===== src/rtl/disp_engine_scheduler_if.sv =====
// Job-issue and result-stream bundle for disp_engine_scheduler.
// The scheduler uses the slave view; the job source / stream sink uses the master view.
interface disp_engine_scheduler_if #(
    parameter int COL_BITS = 10
) ();
    logic                job_valid;
    logic                job_ready;
    logic [COL_BITS-1:0] job_col;
    logic                m_axis_tvalid;
    logic                m_axis_tready;
    logic [7:0]          m_axis_tdata;
    logic                m_axis_tlast;

    modport slave (
        input  job_valid, job_col, m_axis_tready,
        output job_ready, m_axis_tvalid, m_axis_tdata, m_axis_tlast
    );

    modport master (
        output job_valid, job_col, m_axis_tready,
        input  job_ready, m_axis_tvalid, m_axis_tdata, m_axis_tlast
    );
endinterface


===== src/rtl/disp_engine_scheduler.sv =====
// Round-robin issue / in-order retire scheduler for a pool of disparity engines.
// Optional per-engine watchdog enabled by defining DISP_SCHED_WDOG_EN.
module disp_engine_scheduler #(
    parameter int NUM_ENG   = 4,
    parameter int PTR_BITS  = 2,
    parameter int DISP_BITS = 6,
    parameter int COL_BITS  = 10,
    parameter int IMG_W     = 640,
    parameter int IMG_H     = 480,
    parameter int TIMEOUT   = 4096
) (
    input  logic                          clk,
    input  logic                          rst_n,
    disp_engine_scheduler_if.slave        bus,
    output logic [NUM_ENG-1:0]            eng_start,
    output logic [COL_BITS-1:0]           eng_col,
    output logic [NUM_ENG-1:0]            eng_clr,
    input  logic [NUM_ENG-1:0]            eng_done,
    input  logic [NUM_ENG*DISP_BITS-1:0]  eng_disp,
    output logic                          frame_done,
    output logic                          busy,
    output logic                          err
);
    localparam int COLW = (IMG_W > 1) ? $clog2(IMG_W) : 1;
    localparam int ROWW = (IMG_H > 1) ? $clog2(IMG_H) : 1;

    localparam logic [1:0] S_CLR  = 2'd0;
    localparam logic [1:0] S_FREE = 2'd1;
    localparam logic [1:0] S_RUN  = 2'd2;
    localparam logic [1:0] S_HOLD = 2'd3;

    logic [NUM_ENG-1:0][1:0]           slot_state;
    logic [NUM_ENG-1:0][DISP_BITS-1:0] hold_data;
    logic [NUM_ENG-1:0]                stray_done;
    logic [NUM_ENG-1:0]                not_free;
    logic [NUM_ENG-1:0]                wdog_fire;

    logic [PTR_BITS-1:0] iss_ptr_reg;
    logic [PTR_BITS-1:0] ret_ptr_reg;
    logic [COLW-1:0]     out_col_reg;
    logic [ROWW-1:0]     out_row_reg;
    logic [NUM_ENG-1:0]  eng_start_reg;
    logic [COL_BITS-1:0] eng_col_reg;
    logic                frame_done_reg;
    logic                busy_reg;
    logic                err_reg;

    logic job_hs;
    logic out_hs;
    logic last_col;
    logic last_row;

    // Both handshakes depend only on slot state, so there is no combinational
    // path from job_valid/tready back to job_ready/tvalid.
    assign bus.job_ready     = (slot_state[iss_ptr_reg] == S_FREE);
    assign bus.m_axis_tvalid = (slot_state[ret_ptr_reg] == S_HOLD);
    assign bus.m_axis_tdata  = 8'(hold_data[ret_ptr_reg]);
    assign last_col          = (out_col_reg == COLW'(IMG_W - 1));
    assign last_row          = (out_row_reg == ROWW'(IMG_H - 1));
    assign bus.m_axis_tlast  = bus.m_axis_tvalid && last_col;

    assign job_hs = bus.job_valid && bus.job_ready;
    assign out_hs = bus.m_axis_tvalid && bus.m_axis_tready;

`ifdef DISP_SCHED_WDOG_EN
    localparam int WDW = $clog2(TIMEOUT + 1);
`else
    logic unused_timeout;
    assign unused_timeout = ^TIMEOUT;
`endif

    for (genvar gi = 0; gi < NUM_ENG; gi++) begin : g_slot
        logic [1:0]           state_reg;
        logic [DISP_BITS-1:0] hold_reg;
        logic                 start_hit;
        logic                 retire_hit;
        logic                 timeout_hit;

        assign start_hit  = job_hs && (iss_ptr_reg == PTR_BITS'(gi));
        assign retire_hit = out_hs && (ret_ptr_reg == PTR_BITS'(gi));

`ifdef DISP_SCHED_WDOG_EN
        logic [WDW-1:0] wdog_reg;

        // A real done on the final watchdog cycle still wins over the timeout.
        assign timeout_hit = (state_reg == S_RUN) && !eng_done[gi] &&
                             (wdog_reg == WDW'(TIMEOUT - 1));

        always_ff @(posedge clk or negedge rst_n) begin
            if (!rst_n) begin
                wdog_reg <= '0;
            end else if (start_hit) begin
                wdog_reg <= '0;
            end else if (state_reg == S_RUN) begin
                wdog_reg <= wdog_reg + WDW'(1);
            end
        end
`else
        assign timeout_hit = 1'b0;
`endif

        always_ff @(posedge clk or negedge rst_n) begin
            if (!rst_n) begin
                state_reg <= S_CLR;
                hold_reg  <= '0;
            end else begin
                case (state_reg)
                    S_CLR:  state_reg <= S_FREE;
                    S_FREE: if (start_hit) state_reg <= S_RUN;
                    S_RUN: begin
                        if (eng_done[gi]) begin
                            state_reg <= S_HOLD;
                            hold_reg  <= eng_disp[gi*DISP_BITS +: DISP_BITS];
                        end else if (timeout_hit) begin
                            state_reg <= S_HOLD;
                            hold_reg  <= '0;
                        end
                    end
                    default: if (retire_hit) state_reg <= S_CLR;
                endcase
            end
        end

        assign slot_state[gi] = state_reg;
        assign hold_data[gi]  = hold_reg;
        assign eng_clr[gi]    = (state_reg == S_CLR);
        assign stray_done[gi] = eng_done[gi] && (state_reg != S_RUN);
        assign not_free[gi]   = (state_reg != S_FREE);
        assign wdog_fire[gi]  = timeout_hit;
    end

    always_ff @(posedge clk or negedge rst_n) begin
        if (!rst_n) begin
            iss_ptr_reg    <= '0;
            ret_ptr_reg    <= '0;
            out_col_reg    <= '0;
            out_row_reg    <= '0;
            eng_start_reg  <= '0;
            eng_col_reg    <= '0;
            frame_done_reg <= 1'b0;
            busy_reg       <= 1'b0;
            err_reg        <= 1'b0;
        end else begin
            if (job_hs) begin
                iss_ptr_reg <= iss_ptr_reg + PTR_BITS'(1);
                eng_col_reg <= bus.job_col;
            end
            if (out_hs) begin
                ret_ptr_reg <= ret_ptr_reg + PTR_BITS'(1);
                if (last_col) begin
                    out_col_reg <= '0;
                    out_row_reg <= last_row ? '0 : out_row_reg + ROWW'(1);
                end else begin
                    out_col_reg <= out_col_reg + COLW'(1);
                end
            end
            eng_start_reg  <= job_hs ? (NUM_ENG'(1) << iss_ptr_reg) : '0;
            frame_done_reg <= out_hs && last_col && last_row;
            busy_reg       <= |not_free;
            err_reg        <= err_reg | (|stray_done) | (|wdog_fire);
        end
    end

    assign eng_start  = eng_start_reg;
    assign eng_col    = eng_col_reg;
    assign frame_done = frame_done_reg;
    assign busy       = busy_reg;
    assign err        = err_reg;
endmodule


===== src/flat_wrapper.sv =====
// flat-port wrapper written by rule: the top's interface ports become plain ports
module disp_engine_scheduler_flat 
#(
    parameter int NUM_ENG   = 4,
    parameter int PTR_BITS  = 2,
    parameter int DISP_BITS = 6,
    parameter int COL_BITS  = 10,
    parameter int IMG_W     = 640,
    parameter int IMG_H     = 480,
    parameter int TIMEOUT   = 4096
)
  (clk, rst_n, eng_start, eng_col, eng_clr, eng_done, eng_disp, frame_done, busy, err, bus_job_valid, bus_job_col, bus_m_axis_tready, bus_job_ready, bus_m_axis_tvalid, bus_m_axis_tdata, bus_m_axis_tlast);
  disp_engine_scheduler_if #(.COL_BITS(COL_BITS)) bus_i ();
  input  logic clk;
  input  logic rst_n;
  output logic [NUM_ENG-1:0] eng_start;
  output logic [COL_BITS-1:0] eng_col;
  output logic [NUM_ENG-1:0] eng_clr;
  input  logic [NUM_ENG-1:0] eng_done;
  input  logic [NUM_ENG*DISP_BITS-1:0] eng_disp;
  output logic frame_done;
  output logic busy;
  output logic err;
  input wire logic [$bits(bus_i.job_valid)-1:0] bus_job_valid;
  input wire logic [$bits(bus_i.job_col)-1:0] bus_job_col;
  input wire logic [$bits(bus_i.m_axis_tready)-1:0] bus_m_axis_tready;
  output wire logic [$bits(bus_i.job_ready)-1:0] bus_job_ready;
  output wire logic [$bits(bus_i.m_axis_tvalid)-1:0] bus_m_axis_tvalid;
  output wire logic [$bits(bus_i.m_axis_tdata)-1:0] bus_m_axis_tdata;
  output wire logic [$bits(bus_i.m_axis_tlast)-1:0] bus_m_axis_tlast;
  assign bus_i.job_valid = bus_job_valid;
  assign bus_i.job_col = bus_job_col;
  assign bus_i.m_axis_tready = bus_m_axis_tready;
  assign bus_job_ready = bus_i.job_ready;
  assign bus_m_axis_tvalid = bus_i.m_axis_tvalid;
  assign bus_m_axis_tdata = bus_i.m_axis_tdata;
  assign bus_m_axis_tlast = bus_i.m_axis_tlast;
  disp_engine_scheduler #(.NUM_ENG(NUM_ENG), .PTR_BITS(PTR_BITS), .DISP_BITS(DISP_BITS), .COL_BITS(COL_BITS), .IMG_W(IMG_W), .IMG_H(IMG_H), .TIMEOUT(TIMEOUT)) u_core (.clk(clk), .rst_n(rst_n), .bus(bus_i), .eng_start(eng_start), .eng_col(eng_col), .eng_clr(eng_clr), .eng_done(eng_done), .eng_disp(eng_disp), .frame_done(frame_done), .busy(busy), .err(err));
endmodule

===== config.mk =====
export PLATFORM = sky130hd
export DESIGN_NAME = disp_engine_scheduler_flat
export DESIGN_NICKNAME = d
export VERILOG_FILES = /design/src/rtl/disp_engine_scheduler_if.sv /design/src/rtl/disp_engine_scheduler.sv /design/src/flat_wrapper.sv
export SDC_FILE = /design/constraint.sdc
export NUM_CORES = 1
export LEC_CHECK = 0
export CAP_MARGIN = 20
export CORE_MARGIN = 3
export CORE_UTILIZATION = 35
export DETAILED_ROUTE_END_ITERATION = 8
export HOLD_SLACK_MARGIN = 0.02
export PLACE_DENSITY = 0.65
export SYNTH_ARGS = -nofsm -noshare
export SYNTH_HDL_FRONTEND = slang
export SYNTH_SLANG_ARGS = --single-unit

===== constraint.sdc =====
create_clock -name clk -period 3.43 [get_ports clk]
set_clock_uncertainty 0.15 [all_clocks]
set_input_delay 0.5145 -clock clk [delete_from_list [all_inputs] [get_ports clk]]
set_output_delay 0.5145 -clock clk [all_outputs]
set_load 0.02 [all_outputs]

# After elaboration in Yosys (flattened, before gate mapping)
# Cells that the tools add are included.
dict set report totals {
  in_bits 42
  out_inout_bits 32
  word_cells 122
  reg_bits 72
}
dict set report op_classes {
  muxes 25
  bitwise 1
  order_cmp 2
  n_reduce_logical 38
  addsub 4
  eq_ne 34
  n_shift 1
}
# cell count
set op_table {}
lappend op_table {{$mux 2} 14}
lappend op_table {{$pmux 2 s3} 4}
lappend op_table {{$eq 2x2->1 const B} 9}
lappend op_table {{$logic_and 1x1->1} 17}
lappend op_table {{$ne 2x1->1 const B} 8}
lappend op_table {{$ne 2x2->1 const B} 8}
lappend op_table {{$reduce_bool 4->1} 4}
lappend op_table {{$eq 2x1->1 const B} 7}
lappend op_table {{$bmux 6 s2} 1}
lappend op_table {{$logic_not 2->1} 6}
lappend op_table {{$reduce_and 3->1} 4}
lappend op_table {{$add 10x1->10 const B} 1}
lappend op_table {{$eq 10x10->1 const B} 1}
lappend op_table {{$mux 10} 1}
lappend op_table {{$reduce_and 2->1} 5}
lappend op_table {{$add 9x1->9 const B} 1}
lappend op_table {{$eq 9x9->1 const B} 1}
lappend op_table {{$mux 9} 1}
lappend op_table {{$bmux 2 s2} 2}
lappend op_table {{$reduce_or 4->1} 2}
lappend op_table {{$lt 2x3->1 const B} 2}
lappend op_table {{$mux 6} 1}
lappend op_table {{$add 2x1->2 const B} 2}
lappend op_table {{$mux 4} 1}
lappend op_table {{other kinds (2)} 2}

# Logic depth before layout (Yosys ltp)
# Gate-level depths: netlist of run 1.
dict set report depth {
  word_depth 7
  mapped_depth 7
  ltp_nobuf 7
}

# Least setup slack after synthesis of run 1
# No wires, ideal clock.
dict set report synth_path {
  path_kind {register to register}
  start {reg u_core.ret_ptr_reg[1]}
  end {reg u_core.out_row_reg[8]}
  n_path_buf 1
  setup_ns 0.127
  synth_period_minus_slack_ns 2.648
  t_required_ns 3.153
  path_slack_ns 0.782
  path_stages_with_launch 7
  t_arrival_ns 2.371
  cell_sequence {dfrtp_1 > buf_4 > inv_2 > mux4_2 > or3_1 > or4_1 > mux2_1}
}
dict set report synth_between {
  elab_chain_cells 5
}
# element line
set synth_lines {}
lappend synth_lines {{from (decl)} disp_engine_scheduler.sv:39} ;# logic [PTR_BITS-1:0] ret_ptr_reg;
lappend synth_lines {{from (signal assigned)} disp_engine_scheduler.sv:149} ;# ret_ptr_reg <= ret_ptr_reg + PTR_BITS'(1);
lappend synth_lines {{$bmux 2 s2} disp_engine_scheduler.sv:56} ;# assign bus.m_axis_tvalid = (slot_state[ret_ptr_reg] == S_HOLD);
lappend synth_lines {{$mux 2 (implied by the code)} disp_engine_scheduler.sv:56}
lappend synth_lines {{$eq 2x2->1} disp_engine_scheduler.sv:56}
lappend synth_lines {{$logic_and 1x1->1} disp_engine_scheduler.sv:63} ;# assign out_hs = bus.m_axis_tvalid && bus.m_axis_tready;
lappend synth_lines {{$reduce_and 2->1 (no line)} n/a}
lappend synth_lines {{to (signal assigned)} disp_engine_scheduler.sv:152} ;# out_row_reg <= last_row ? '0 : out_row_reg + ROWW'(1);
lappend synth_lines {{to (decl)} disp_engine_scheduler.sv:41} ;# logic [ROWW-1:0] out_row_reg;
# No other way between the ends. The select of a mux whose other input is x is not followed.
# A chain may end at the register's enable or synchronous reset.

# Final worst setup path of run 1
dict set report layout_path {
  start {reg u_core.ret_ptr_reg[1]}
  end {out bus_m_axis_tvalid}
}
dict set report layout_between {
  elab_chain_cells 3
}
# element line
set layout_lines {}
lappend layout_lines {{$bmux 2 s2} disp_engine_scheduler.sv:56}
lappend layout_lines {{$mux 2 (implied by the code)} disp_engine_scheduler.sv:56}
lappend layout_lines {{$eq 2x2->1} disp_engine_scheduler.sv:56}
lappend layout_lines {{to (decl)} flat_wrapper.sv:28} ;# output wire logic [$bits(bus_i.m_axis_tvalid)-1:0] bus_m_axis_tvalid;
# No other way between the ends. The select of a mux whose other input is x is not followed.

==> results.toml, run 1 <==
[synth]
ys_async_sr_fraction_pct = 100
ys.warnings.count = 0
yosysTopAreaCell = "dfrtp_1"
synth_cells = 310
yosys.cell_types.count = 41
yosysTopAreaCellShare_pct = 49.9
synth_edf_count = 0
synth_area_mm2 = 0.00361
ys_top_cells_by_area = "dfrtp_1 (50%), mux2_2 (12%), ha_1 (8.0%), mux4_2 (5.0%), nand2_1 (3.4%)"
synthFlopType = "dfrtp_1"
avgSynthCellArea_um2 = 11.6
ys_ff_latch = 72
synth_seq_area_share_pct = 49.9

[drt]
drc = 0
viasPerCell = 4.90
num_vias = 2593
dr.first_iter.drc_count = 77
wl_per_cell_um = 15.2
drtPass1Iterations = 4
ant_nets = 0
wirelength_um = 8030

[sta]
fmax_ghz = 0.313
slew_viol_final = 0
finalSetupTns_ns = 0
finalSetupViolCount = 0
finalCritPeriodShare_pct = 93.0
timing.slew.headroom_pct = 57.6
hold_viol_final = 0
tightest_slew_ns = 0.630
fin_hold_ws_ns = 0.332
rsz0062_at_grt = "no"
min_period_ns = 3.19

[place]
place.gp.congestion = 0.811
hpwl_um = 6150
numPortBuffers = 71

[floorplan]
die_y_um = 108
rows = 36
core_mm2 = 0.00991
die-area_mm2 = 0.0116
initial_utilization_pct = 36.4
fp.dieW_um = 108
pin_count = 74

[cells_and_area]
nets = 456
areaGrowthSynthToFinish_pct = 31.7
fillers = 932
antenna_cells = 0
drive_gt1_share_pct = 18.2
largest_register_ffs = 24
layout_commonest_cell = "dfrtp_1"
mostFrequentLayoutCells = "dfrtp_1 (72), clkdlybuf4s50_1 (70), mux2_2 (38), nand2_1 (33), ha_1 (23)"

[clocking]
clockRootBuffer = "clkbuf_8"
post-cts-setup-buffers = 0
clock_latency_ns = 0.33
cts_buffers = 9
cts_hold_buffers = 1
clk_pin_slew_worst_paths_ns = 0.08
cts-htree-levels = 3
clk_path_buf_depth = 2
cts_sinks = 72
cts_tree = "yes"
cts_resized = 0

[critical_path]
cp_max_fo = 9
worstSetupStartpointType = "flop"
cp.arrival_ns = 2.53
reg2reg_to = "u_core.out_row_reg[8]"
crit_buf_inv = 3
criticalPathCategory = "flop to output pin"
crit_family = "buffers and inverters"
reg2reg_from = "u_core.ret_ptr_reg[1]"
cpPeakStageDelay_ns = 0.65
required_ns = 2.77
end_kind = "output pin"
crit_slowest_cell = "clkdlybuf4s50_1"
r2r_slack_ns = 0.42
reg2reg_depth = 5
path_cells = "inv_2 > mux4_2 > inv_1 > clkdlybuf4s50_1"

[hold_path]
whs_path_depth = 1
min-delay-start = "u_core.err"
hp-class = "flop to flop"
min_to = "u_core.err"

[power_and_ir_drop]
p_per_area_mw_per_mm2 = 893
irDropWorstVdd_mv = 0.349
leakagePower_uw = 0.00208

[global_routing]
track_usage_pct = 14.8
antenna_found_initial = 0
grt_overflow = 0
grt_max_degree = 47
first_global_vias = 2760
grt_pass1_wl_um = 13400

[job]
cap_viol_max_count = 0

[outcome]
status = "finished, final reports clean"
==> layout make-up <==
cell class	count	area, µm²	area share, %
clock buffer	9	124	2.61
clock inverter	7	143	3.00
inverter	20	75.1	1.58
multi-input combinational	212	1700	35.7
sequential	72	1800	37.9
tap	133	166	3.50
timing repair buffer	76	746	15.7
==> cell usage after synthesis, types with 2 or more instances <==
library cell,n
xnor2_1,8
clkbuf_1,3
nor2_1,19
mux4_2,8
mux2_2,38
or3_1,2
inv_1,19
nand2_1,33
and3_1,2
a21oi_1,7
nand3_1,6
o21ai_0,12
nand2b_1,2
mux2i_1,3
nor4_1,4
dfrtp_1,72
nand4_1,3
o21bai_1,2
buf_4,3
or4_1,2
a31oi_1,2
o22ai_1,2
ha_1,23
nor3_1,6
xor2_1,3
nor2b_1,11
==> worst max path at each step <==
stage | from | end | slack, ns | cells after the start
CTS | u_core.ret_ptr_reg[1] | bus_m_axis_tvalid | 0.22 | 4
global placement | bus_m_axis_tready | u_core.out_row_reg[8] | 0.48 | 5
finish | u_core.ret_ptr_reg[1] | bus_m_axis_tvalid | 0.24 | 4
global route | u_core.ret_ptr_reg[1] | bus_m_axis_tvalid | 0.13 | 4
floorplan | u_core.ret_ptr_reg[1] | u_core.out_row_reg[8] | 0.78 | 6
detailed placement | bus_m_axis_tready | u_core.out_row_reg[8] | 0.42 | 5
==> per-layer routing <==
metal	wire, µm	track usage (%)
met5	0	0
met1	3380	18.3
met2	4120	24.8
met4	147	5.50
met3	374	3.84
==> cells by family (layout without fill, tap and decap cells) <==
kind of cell             count (synthesis)  after routing  synth area share, %
flip-flops                              72             72                 49.9
adder cells (fa/ha/maj)                 23             23                 7.98
XOR/XNOR                                11             11                 2.67
AO/OA/AOI/OAI                           33             33                 5.65
other                                    1              2                0.104
multiplexers                            50             50                 18.0
AND/OR/NAND/NOR                         93             93                 12.5
buffers and inverters                   27            112                 3.16
==> worst reg2reg max path: cells and delay by family (launching register included) <==
family | cells | cell delay [ns]
simple gates | 2 | 1.12
mux | 2 | 0.94
flops | 1 | 0.53
buf+inv | 1 | 0.16
==> power by group <==
group / internal, µW / leakage (µW) / total [µW] / switching (µW)
clock: 560 / 0.000134 / 887 / 328
sequential: 1170 / 0.000875 / 1390 / 225
combinational: 1010 / 0.00107 / 1960 / 949
==> per-stage QoR <==
stage               power, µW  util (%)  instances  worst slack [ns]  cell area [µm²]
floorplan                2670         -        311             0.782             3610
global placement         3330      45.2        512             0.483             4470
detailed placement       3400      45.2        512             0.418             4470
CTS                      4310      47.9        529             0.216             4750
global route             4550      47.9        529             0.129             4750
finish                   4240      47.9        529             0.240             4750
(Power assumes the default switching activity.)
==> inputs of run 2 (changes only) <==
--- a/config.mk
+++ b/config.mk
@@ -6,11 +6,11 @@
 export NUM_CORES = 1
 export LEC_CHECK = 0
 export CAP_MARGIN = 20
-export CORE_MARGIN = 3
 export CORE_UTILIZATION = 35
 export DETAILED_ROUTE_END_ITERATION = 8
 export HOLD_SLACK_MARGIN = 0.02
 export PLACE_DENSITY = 0.65
+export REMOVE_ABC_BUFFERS = 1
 export SYNTH_ARGS = -nofsm -noshare
 export SYNTH_HDL_FRONTEND = slang
 export SYNTH_SLANG_ARGS = --single-unit
==> constraint.sdc (replaced) <==
create_clock -name clk -period 3.7 [get_ports clk]
set_clock_uncertainty 0.15 [all_clocks]
set_input_delay 0.555 -clock clk [delete_from_list [all_inputs] [get_ports clk]]
set_output_delay 0.555 -clock clk [all_outputs]
set_load 0.02 [all_outputs]
==> run 2 against run 1 <==
Net effect:
- non-clock buffer count unchanged
- utilization decreased by 0.28 points
- worst hold slack improved by 0.0054 ns
- via count decreased by 2.0%
- final area decreased by 1.0%
- sequential share of layout area increased by 0.39 points
- setup slack improved by 0.25 ns
- routed wire length decreased by 7.4%
- critical path type unchanged
- critical endpoint unchanged
- largest cell class unchanged
==> results.toml, run 2 (synthesis results as in run 1) <==
[outcome]
status = "finished, final reports clean"

[critical_path]
crit_buf_inv = 3
path_cells = "inv_2 > mux4_2 > inv_1 > clkdlybuf4s50_1"
cpPeakStageDelay_ns = 0.65
criticalPathCategory = "flop to output pin"
reg2reg_depth = 5
crit_slowest_cell = "clkdlybuf4s50_1"
required_ns = 2.99
reg2reg_to = "u_core.out_row_reg[8]"
reg2reg_from = "u_core.ret_ptr_reg[1]"
cp_max_fo = 9
crit_family = "buffers and inverters"
worstSetupStartpointType = "flop"
end_kind = "output pin"
cp.arrival_ns = 2.51
r2r_slack_ns = 0.73

[sta]
rsz0062_at_grt = "no"
hold_viol_final = 0
tightest_slew_ns = 0.595
slew_viol_final = 0
timing.slew.headroom_pct = 60.0
finalSetupTns_ns = 0
min_period_ns = 3.21
finalSetupViolCount = 0
finalCritPeriodShare_pct = 86.8
fmax_ghz = 0.311
postLayoutSetupSlackWorst_ns = 0.488

[clocking]
clk_path_buf_depth = 2
cts_buffers = 9
post-cts-setup-buffers = 0
cts_resized = 0
cts_sinks = 72
cts-htree-levels = 3
cts_hold_buffers = 0
clockRootBuffer = "clkbuf_8"
clock_latency_ns = 0.35
clk_pin_slew_worst_paths_ns = 0.08
cts_tree = "yes"

[floorplan]
die-area_mm2 = 0.0107
pin_count = 74
core_mm2 = 0.00986
initial_utilization_pct = 36.6
fp.dieW_um = 104
die_y_um = 104
rows = 36

[drt]
num_vias = 2541
dr.first_iter.drc_count = 73
drc = 0
wl_per_cell_um = 14.1
ant_nets = 0
wirelength_um = 7430
drtPass1Iterations = 4
viasPerCell = 4.80

[hold_path]
min_to = "u_core.out_row_reg[7]"
whs_path_depth = 1
hp-class = "flop to flop"
min-delay-start = "u_core.out_row_reg[7]"

[place]
numPortBuffers = 71
place_ws_ns = 0.670
hpwl_um = 5560
place.gp.congestion = 0.830

[cells_and_area]
nets = 456
antenna_cells = 0
layout_commonest_cell = "dfrtp_1"
mostFrequentLayoutCells = "dfrtp_1 (72), clkdlybuf4s50_1 (70), mux2_2 (38), nand2_1 (33), ha_1 (23)"
areaGrowthSynthToFinish_pct = 30.4
drive_gt1_share_pct = 18.2
largest_register_ffs = 24

[global_routing]
track_usage_pct = 15.0
grt_pass1_wl_um = 12600
grt_max_degree = 47
antenna_found_initial = 0
grt_overflow = 0
first_global_vias = 2590

[power_and_ir_drop]
irDropWorstVdd_mv = 0.345
clock_power_share_pct = 17.1
seqPwrFrac_pct = 35.2
comb_power_share_pct = 47.7
switchingPower_uw = 1400
leakagePower_uw = 0.00206
intPower_uw = 2330
p_sw_share_pct = 37.4
p_per_area_mw_per_mm2 = 794

[job]
cap_viol_max_count = 0
run 2: changes by cell type in the layout (fill, tap and decap cells not counted), sizes merged:
| cell | before | now |
|---|---|---|
| bufinv | 4 | 1 |
| clkinv | 2 | 5 |
run 2: per-layer routing:
metal  global-route usage [%]  routed length, µm  part of all wire [%]
met5                        0                  0                     0
met3                     5.79                361                   4.9
met4                     4.04                 72                  0.97
met2                     24.4               3670                    49
met1                     18.5               3330                    45
run 2: final cells by class:
type / count / area, µm²
fillers: 925 / 5160
flip-flops and latches: 72 / 1800
multi-input cells: 212 / 1700
repair buffers: 76 / 758
well taps: 133 / 166
clock buffers: 9 / 124
clock inverters: 7 / 81.3
inverters: 20 / 75.1
run 2: metrics by stage:
stage | instances | util, % | power (µW) | hold WS [ns] | area, µm²
after floorplan | 304 | - | 2460 | 0.109 | 3570
final | 529 | 47.7 | 3730 | 0.337 | 4700
after detailed placement | 511 | 45.3 | 3120 | 0.324 | 4470
after global routing | 529 | 47.7 | 4000 | 0.365 | 4700
after CTS | 527 | 47.4 | 3780 | 0.257 | 4670
after global placement | 511 | 45.3 | 3070 | 0.317 | 4470
run 2: power by group through the flow:
stage               sequential (µW)  combinational [µW]  clock [µW]
global placement               1310                1760           0
CTS                            1320                1800         666
floorplan                      1340                1110           0
detailed placement             1330                1790           0
finish                         1310                1780         639
global route                   1360                1930         701
run 2: how the worst max path moves through the flow:
stage                     startpoint                    end  cells past startpoint
3_5_place_dp       bus_m_axis_tready  u_core.out_row_reg[8]                      5
3_3_place_gp       bus_m_axis_tready  u_core.out_row_reg[8]                      5
4_1_cts        u_core.ret_ptr_reg[1]      bus_m_axis_tvalid                      4
5_1_grt        u_core.ret_ptr_reg[0]      bus_m_axis_tvalid                      4
2_1_floorplan  u_core.ret_ptr_reg[1]  u_core.out_row_reg[8]                      5
6_report       u_core.ret_ptr_reg[1]      bus_m_axis_tvalid                      4
==> inputs of run 3 (changes only) <==
--- a/config.mk
+++ b/config.mk
@@ -7,6 +7,7 @@
 export LEC_CHECK = 0
 export CAP_MARGIN = 20
 export CORE_UTILIZATION = 35
+export CTS_CLUSTER_SIZE = 30
 export DETAILED_ROUTE_END_ITERATION = 8
 export HOLD_SLACK_MARGIN = 0.02
 export PLACE_DENSITY = 0.65
==> results of run 3 <==
No change in the layout: final DEF, timing and power equal those of run 2.
